[config.mk]
export PLATFORM = sky130hd
export DESIGN_NAME = fifo_wr_arbiter_flat
export DESIGN_NICKNAME = d
export VERILOG_FILES = /design/src/rtl/fifo_wr_arbiter_if.sv /design/src/rtl/fifo_wr_arbiter.sv /design/src/flat_wrapper.sv
export SDC_FILE = /design/constraint.sdc
export NUM_CORES = 1
export LEC_CHECK = 0
export ABC_AREA = 1
export CORE_ASPECT_RATIO = 1.1
export CORE_MARGIN = 2
export CORE_UTILIZATION = 30
export DETAILED_ROUTE_END_ITERATION = 8
export PLACE_DENSITY = 0.61
export SYNTH_ARGS = -nofsm -noshare
export SYNTH_HDL_FRONTEND = slang
export SYNTH_SLANG_ARGS = --single-unit
[constraint.sdc]
create_clock -name clk -period 2.7 [get_ports clk]
set_input_delay 0.405 -clock clk [delete_from_list [all_inputs] [get_ports clk]]
set_output_delay 0.405 -clock clk [all_outputs]
set_load 0.01 [all_outputs]
[src/rtl/fifo_wr_arbiter_if.sv]
// Write-port bundle between NUM_REQ producers, the arbiter and the FIFO's wen/wdata/full side.
// The arbiter takes the slave view; the producer/FIFO side takes the master view.
interface fifo_wr_arbiter_if #(
  parameter int NUM_REQ    = 4,
  parameter int DATA_WIDTH = 8,
  parameter int ID_WIDTH   = $clog2(NUM_REQ)
);
  logic [NUM_REQ-1:0]            req_valid;
  logic [NUM_REQ*DATA_WIDTH-1:0] req_data;
  logic [NUM_REQ-1:0]            req_last;
  logic [NUM_REQ-1:0]            req_ready;
  logic                          fifo_full;
  logic                          fifo_wen;
  logic [DATA_WIDTH-1:0]         fifo_wdata;
  logic [ID_WIDTH-1:0]           fifo_wid;
  logic                          locked;
  logic [ID_WIDTH-1:0]           owner_id;
  logic                          burst_trunc;

  modport master (
    output req_valid, req_data, req_last, fifo_full,
    input  req_ready, fifo_wen, fifo_wdata, fifo_wid, locked, owner_id, burst_trunc
  );

  modport slave (
    input  req_valid, req_data, req_last, fifo_full,
    output req_ready, fifo_wen, fifo_wdata, fifo_wid, locked, owner_id, burst_trunc
  );
endinterface

[src/rtl/fifo_wr_arbiter.sv]
// Round-robin, packet-locking arbiter sharing one FIFO write port among NUM_REQ producers.
// Grants are zero-latency: the winning beat is written in the same cycle it is selected.
module fifo_wr_arbiter #(
  parameter int NUM_REQ    = 4,
  parameter int DATA_WIDTH = 8,
  parameter int MAX_BURST  = 8,
  parameter int ID_WIDTH   = $clog2(NUM_REQ),
  parameter int CNT_WIDTH  = $clog2(MAX_BURST + 1)
) (
  input  logic              clk,
  input  logic              rst_n,
  fifo_wr_arbiter_if.slave  bus
);

  typedef enum logic {IDLE, LOCKED} state_t;

  localparam bit SINGLE_BEAT = (MAX_BURST == 1);

  state_t                state;
  logic [ID_WIDTH-1:0]   rr_ptr;
  logic [ID_WIDTH-1:0]   owner_id;
  logic [CNT_WIDTH-1:0]  beat_cnt;
  logic                  burst_trunc;

  logic                  grant_found;
  logic [ID_WIDTH-1:0]   grant_idx;
  logic [ID_WIDTH-1:0]   cand;
  logic [ID_WIDTH-1:0]   sel;
  logic                  sel_last;
  logic                  xfer;
  logic [NUM_REQ-1:0]    ready;
  logic [DATA_WIDTH-1:0] data_arr [NUM_REQ];

  // Modulo-NUM_REQ increment; off is always below NUM_REQ so one subtraction wraps.
  function automatic logic [ID_WIDTH-1:0] wrap_inc(input logic [ID_WIDTH-1:0] base,
                                                   input int unsigned off);
    int unsigned sum;
    sum = 32'(base) + off;
    if (sum >= 32'(NUM_REQ)) sum = sum - 32'(NUM_REQ);
    return sum[ID_WIDTH-1:0];
  endfunction

  for (genvar i = 0; i < NUM_REQ; i++) begin : g_unpack
    assign data_arr[i] = bus.req_data[i*DATA_WIDTH +: DATA_WIDTH];
  end

  always_comb begin
    grant_found = 1'b0;
    grant_idx   = '0;
    cand        = '0;
    for (int k = 0; k < NUM_REQ; k++) begin
      cand = wrap_inc(rr_ptr, k);
      if (!grant_found && bus.req_valid[cand]) begin
        grant_found = 1'b1;
        grant_idx   = cand;
      end
    end
  end

  // Gating with rst_n keeps every handshake output quiet while reset is held.
  always_comb begin
    sel   = (state == LOCKED) ? owner_id : grant_idx;
    ready = '0;
    xfer  = 1'b0;
    if (rst_n && !bus.fifo_full) begin
      if (state == LOCKED) begin
        ready[owner_id] = 1'b1;
        xfer            = bus.req_valid[owner_id];
      end else if (grant_found) begin
        ready[grant_idx] = 1'b1;
        xfer             = 1'b1;
      end
    end
    sel_last = bus.req_last[sel];
  end

  assign bus.req_ready   = ready;
  assign bus.fifo_wen    = xfer;
  assign bus.fifo_wdata  = xfer ? data_arr[sel] : '0;
  assign bus.fifo_wid    = xfer ? sel : '0;
  assign bus.locked      = (state == LOCKED);
  assign bus.owner_id    = owner_id;
  assign bus.burst_trunc = burst_trunc;

  always_ff @(posedge clk or negedge rst_n) begin
    if (!rst_n) begin
      state       <= IDLE;
      rr_ptr      <= '0;
      beat_cnt    <= '0;
      owner_id    <= '0;
      burst_trunc <= 1'b0;
    end else begin
      burst_trunc <= 1'b0;
      case (state)
        IDLE: begin
          if (xfer) begin
            owner_id <= grant_idx;
            if (sel_last || SINGLE_BEAT) begin
              rr_ptr      <= wrap_inc(grant_idx, 1);
              burst_trunc <= !sel_last;
            end else begin
              state    <= LOCKED;
              beat_cnt <= CNT_WIDTH'(1);
            end
          end
        end
        LOCKED: begin
          if (xfer) begin
            if (sel_last || beat_cnt == CNT_WIDTH'(MAX_BURST - 1)) begin
              state       <= IDLE;
              rr_ptr      <= wrap_inc(owner_id, 1);
              beat_cnt    <= '0;
              burst_trunc <= !sel_last;
            end else begin
              beat_cnt <= beat_cnt + CNT_WIDTH'(1);
            end
          end
        end
        default: state <= IDLE;
      endcase
    end
  end

endmodule

[src/flat_wrapper.sv]
// flat-port wrapper written by rule: the top's interface ports become plain ports
module fifo_wr_arbiter_flat 
#(
  parameter int NUM_REQ    = 4,
  parameter int DATA_WIDTH = 8,
  parameter int MAX_BURST  = 8,
  parameter int ID_WIDTH   = $clog2(NUM_REQ),
  parameter int CNT_WIDTH  = $clog2(MAX_BURST + 1)
)
  (clk, rst_n, bus_req_valid, bus_req_data, bus_req_last, bus_fifo_full, bus_req_ready, bus_fifo_wen, bus_fifo_wdata, bus_fifo_wid, bus_locked, bus_owner_id, bus_burst_trunc);
  fifo_wr_arbiter_if #(.NUM_REQ(NUM_REQ), .DATA_WIDTH(DATA_WIDTH), .ID_WIDTH(ID_WIDTH)) bus_i ();
  input  logic clk;
  input  logic rst_n;
  input wire logic [$bits(bus_i.req_valid)-1:0] bus_req_valid;
  input wire logic [$bits(bus_i.req_data)-1:0] bus_req_data;
  input wire logic [$bits(bus_i.req_last)-1:0] bus_req_last;
  input wire logic [$bits(bus_i.fifo_full)-1:0] bus_fifo_full;
  output wire logic [$bits(bus_i.req_ready)-1:0] bus_req_ready;
  output wire logic [$bits(bus_i.fifo_wen)-1:0] bus_fifo_wen;
  output wire logic [$bits(bus_i.fifo_wdata)-1:0] bus_fifo_wdata;
  output wire logic [$bits(bus_i.fifo_wid)-1:0] bus_fifo_wid;
  output wire logic [$bits(bus_i.locked)-1:0] bus_locked;
  output wire logic [$bits(bus_i.owner_id)-1:0] bus_owner_id;
  output wire logic [$bits(bus_i.burst_trunc)-1:0] bus_burst_trunc;
  assign bus_i.req_valid = bus_req_valid;
  assign bus_i.req_data = bus_req_data;
  assign bus_i.req_last = bus_req_last;
  assign bus_i.fifo_full = bus_fifo_full;
  assign bus_req_ready = bus_i.req_ready;
  assign bus_fifo_wen = bus_i.fifo_wen;
  assign bus_fifo_wdata = bus_i.fifo_wdata;
  assign bus_fifo_wid = bus_i.fifo_wid;
  assign bus_locked = bus_i.locked;
  assign bus_owner_id = bus_i.owner_id;
  assign bus_burst_trunc = bus_i.burst_trunc;
  fifo_wr_arbiter #(.NUM_REQ(NUM_REQ), .DATA_WIDTH(DATA_WIDTH), .MAX_BURST(MAX_BURST), .ID_WIDTH(ID_WIDTH), .CNT_WIDTH(CNT_WIDTH)) u_core (.clk(clk), .rst_n(rst_n), .bus(bus_i));
endmodule
==> results.md <==
* Status: finished with violations
* Failing checks: setup timing
* Final core occ at roughly 54%
* Worst min path class: input port to async pin
* Detailed Route WL at 4096 um
* Pin count of the biggest net entering global routing at 16
* Die W at 67.13 um
* Nature of the critical path startpoint: flip-flop
* Critical Path AT at approximately 2.3 ns
* Peak supply drop at slightly below 400 uV
* Fin Hold WS at 0.5128 ns
* Post-synthesis mux area share at less than 1%
* Final setup violating endpoints at 3
* # clock sinks at 10
* Slowest Stage Delay on Critical Path at 0.44 ns
* Rel. slew slack at between 80% and 90%
* Die footprint at 4930 sq um
* Top cell type's share of synthesized area at 22.26%
* Worst Skew at 0.001316 ns
* Vias in the first global route at 1650
* H-tree depth at 1
* Synth Area in Compound Gates at 12.08%
* Nets@finish at roughly 360
* Root buf cell: clkbuf_8
* Tot GR Track Use at about 18%
* Hpwl dp at 3309 um
* Max-cap viol count at 0
* Post-synth top cells: nand2_1, nand3_1, inv_1
* Post-Syn Instances at 218
* Die Span Y at 73.44 um
* Xor/xnor share of the synthesized area at 1.332%
* Initial DRT Pass Iterations at 4
* Via Count at about 1.7k
* Routed len/inst at between 10 and 15 um
* Pre-CTS setup slack at -0.4597 ns
* # IOs at between 60 and 70
* CTS max path bufs at 2
* Flop2flop setup slack at between 0.5 and 0.6 ns
* Seq cells post-synth at 10
* Initial antenna violation count at 0
* Worst Tran Pin Value at 0.2535 ns
* Async S/R FF share, synth at 100.0%
* CP dominant cell by count: nand2_4
* Post-layout min period at around 2.7 ns
* Proportion of layout cells with a drive suffix above 1 at 31.09%
* Synth area leaders: nand2_1, dfrtp_1, nand3_1
* Final antenna-violating net count at 0
* Clock transition at path regs at 0.04 ns
* Worst setup slack after layout at -0.01747 ns
* Post-CTS Hold Buffers at 0
* CP Max Fanout at 15
* Synth Area in Simple Gates at between 50% and 60%
* Final hold viol count at 0
* Crit path max-delay cell type: dfrtp_2
* CP Class: flip-flop to primary output
* Final max-slew violation count at 0
* Core area at 4254 sq um
* FF-to-FF path depth at 17
* Post-Synth Adder-Cell Area at less than 1%
* CTS tree: built
* CP required at approximately 2.3 ns
* FP Rows at 25
* Initial Util at 30.91%
* CP Cell Sequence: buf_12, nand2_4, nand2_4, nand2_2, nand2_4, nor2_4, nand3_2, nand3_2, nand2_2, nand2_4, buf_6, inv_8, buf_4, nand2_1, a21oi_1, or2_1, buf_2
* Area leader, netlist: nand2_1
* Fmax at approximately 0.37 GHz
* Later-pin clock latency in the skew report at 0.23 ns
* First-pass GRT wire length at 6810 um
* Crit end category: primary output
* Mapped cell area at 1315 sq um
* Leakage at approximately 1.2 nW
* Period utilization at 100.6%
* Congestion Overflow GR at 0
* ANT cells at 0
* Post-Syn Nets at roughly 260
* Area Overhead vs Synth at 75.36%
* Synth Flop Type: dfrtp_1
* Synth unique cells at 30
* RSZ-0062 raised after global routing: true
* Setup TNS at -0.01918 ns
* DR vias/cell at 4.653
* Mean Syn Cell Area at ~6.0 sq um
* PwrDens at 1082 nW/um^2
* Reg2reg end: u_core.beat_cnt[3]
* FF-to-FF Start: u_core.rr_ptr[0]
* Initial drt markers at 40
* GP Congestion at approximately 0.75
* Total Power at 0.002496 W
* Total CTS buffers at 3
* Yosys warnings at 0
* EDFF count, synth at 0
* Residual DRC at 0
* Share of the yosys chip area belonging to registers at 19.03%
* IO Port Bufs at 61
* Largest family of logic cells by synthesized area: simple AND/OR/NAND/NOR gates
* Dominant cell by count in the synthesized netlist: nand2_1
==> area by class of cell <==
type,count,area (sq um)
repair buffers,96,840.8
well taps,54,67.56
multi-input cells,178,997.2
clock buffers,3,41.29
fillers,452,1948
flip-flops and latches,10,252.7
inverters,25,106.4
==> per-layer routing <==
metal	up-vias	global-route usage [%]	share of wire [%]
met5	-	0	0
met4	0	1.814	0
met3	0	5.513	8.3
met2	63	33.44	52
met1	751	19.74	40
li1	889	-	-
==> power breakdown <==
group,switching [W],internal [W],leakage [nW]
combinational,0.00112,0.000951,1.05
clock,0.0000520,0.0000971,0.0216
sequential,0.0000691,0.000208,0.123
==> worst max-delay path by stage <==
stage	end	cells after the start	start	slack [ns]
final	bus_fifo_wdata[0]	17	u_core.rr_ptr[0]	-0.02
after global routing	bus_fifo_wdata[0]	16	u_core.rr_ptr[0]	-0.18
after CTS	bus_fifo_wdata[0]	17	u_core.rr_ptr[0]	-0.007
after detailed placement	bus_fifo_wdata[1]	15	bus_req_valid[1]	-0.46
after global placement	bus_fifo_wdata[1]	15	bus_req_valid[3]	-0.46
after floorplan	bus_fifo_wdata[0]	12	u_core.rr_ptr[0]	0.54
==> flip-flops by register name, summed over array words and instances (netlist names) <==
signal and flops:
u_core.bus.locked 1, u_core.bus.owner_id 2, u_core.beat_cnt 4, u_core.bus.burst_trunc 1, u_core.rr_ptr 2
==> placed cells by master, fill, tap and decap left out, types with 2 or more instances in the layout <==
master	synthesis	final
nand2_1	78	70
clkdlybuf4s50_1	0	42
buf_4	1	33
inv_1	19	17
nand3_1	21	17
a21oi_1	17	17
nand2_2	11	14
nand3_2	5	9
or2_1	8	8
buf_2	1	8
dfrtp_1	10	8
nand2_4	2	7
nor2_1	8	7
dlygate4sd2_1	0	7
o21ai_1	5	5
inv_2	3	4
o21ai_0	4	4
nor2_4	2	3
clkbuf_8	0	3
inv_4	2	2
nor3_2	1	2
nor2_2	2	2
a31oi_1	2	2
nor3_1	3	2
nand3_4	2	2
xor2_1	2	2
clkdlybuf4s15_2	0	2
dfrtp_2	0	2
==> what timing repair did <==
action,4_1_cts,5_1_grt
pin swaps,5,4
endpoints found under the setup margin,15,12
gates cloned,0,0
gates resized for setup,67,13
buffers inserted,7,1
==> cell families (layout without fill, tap and decap cells) <==
logic type,Yosys count,in the layout
multiplexers,1,1
buffers and inverters,30,124
AND/OR/NAND/NOR,144,144
AO/OA/AOI/OAI,30,30
flip-flops,10,10
adder cells (fa/ha/maj),1,1
XOR/XNOR,2,2
==> critical path: cells and delay by family (launching register included) <==
family	cells	cell delay, ns
and+or+nand+nor	11	1.01
DFF	1	0.44
AOI/OAI and AO/OA	1	0.05
buffers and inverters	5	0.59
==> through the flow <==
| step | std cells | cell area (sq um) |
|---|---|---|
| after floorplan | 218 | 1315 |
| after global routing | 366 | 2306 |
| after detailed placement | 355 | 2162 |
| after CTS | 365 | 2302 |
| after global placement | 355 | 2162 |
| final | 366 | 2306 |
Note: power is estimated with default switching activity, not from simulation.
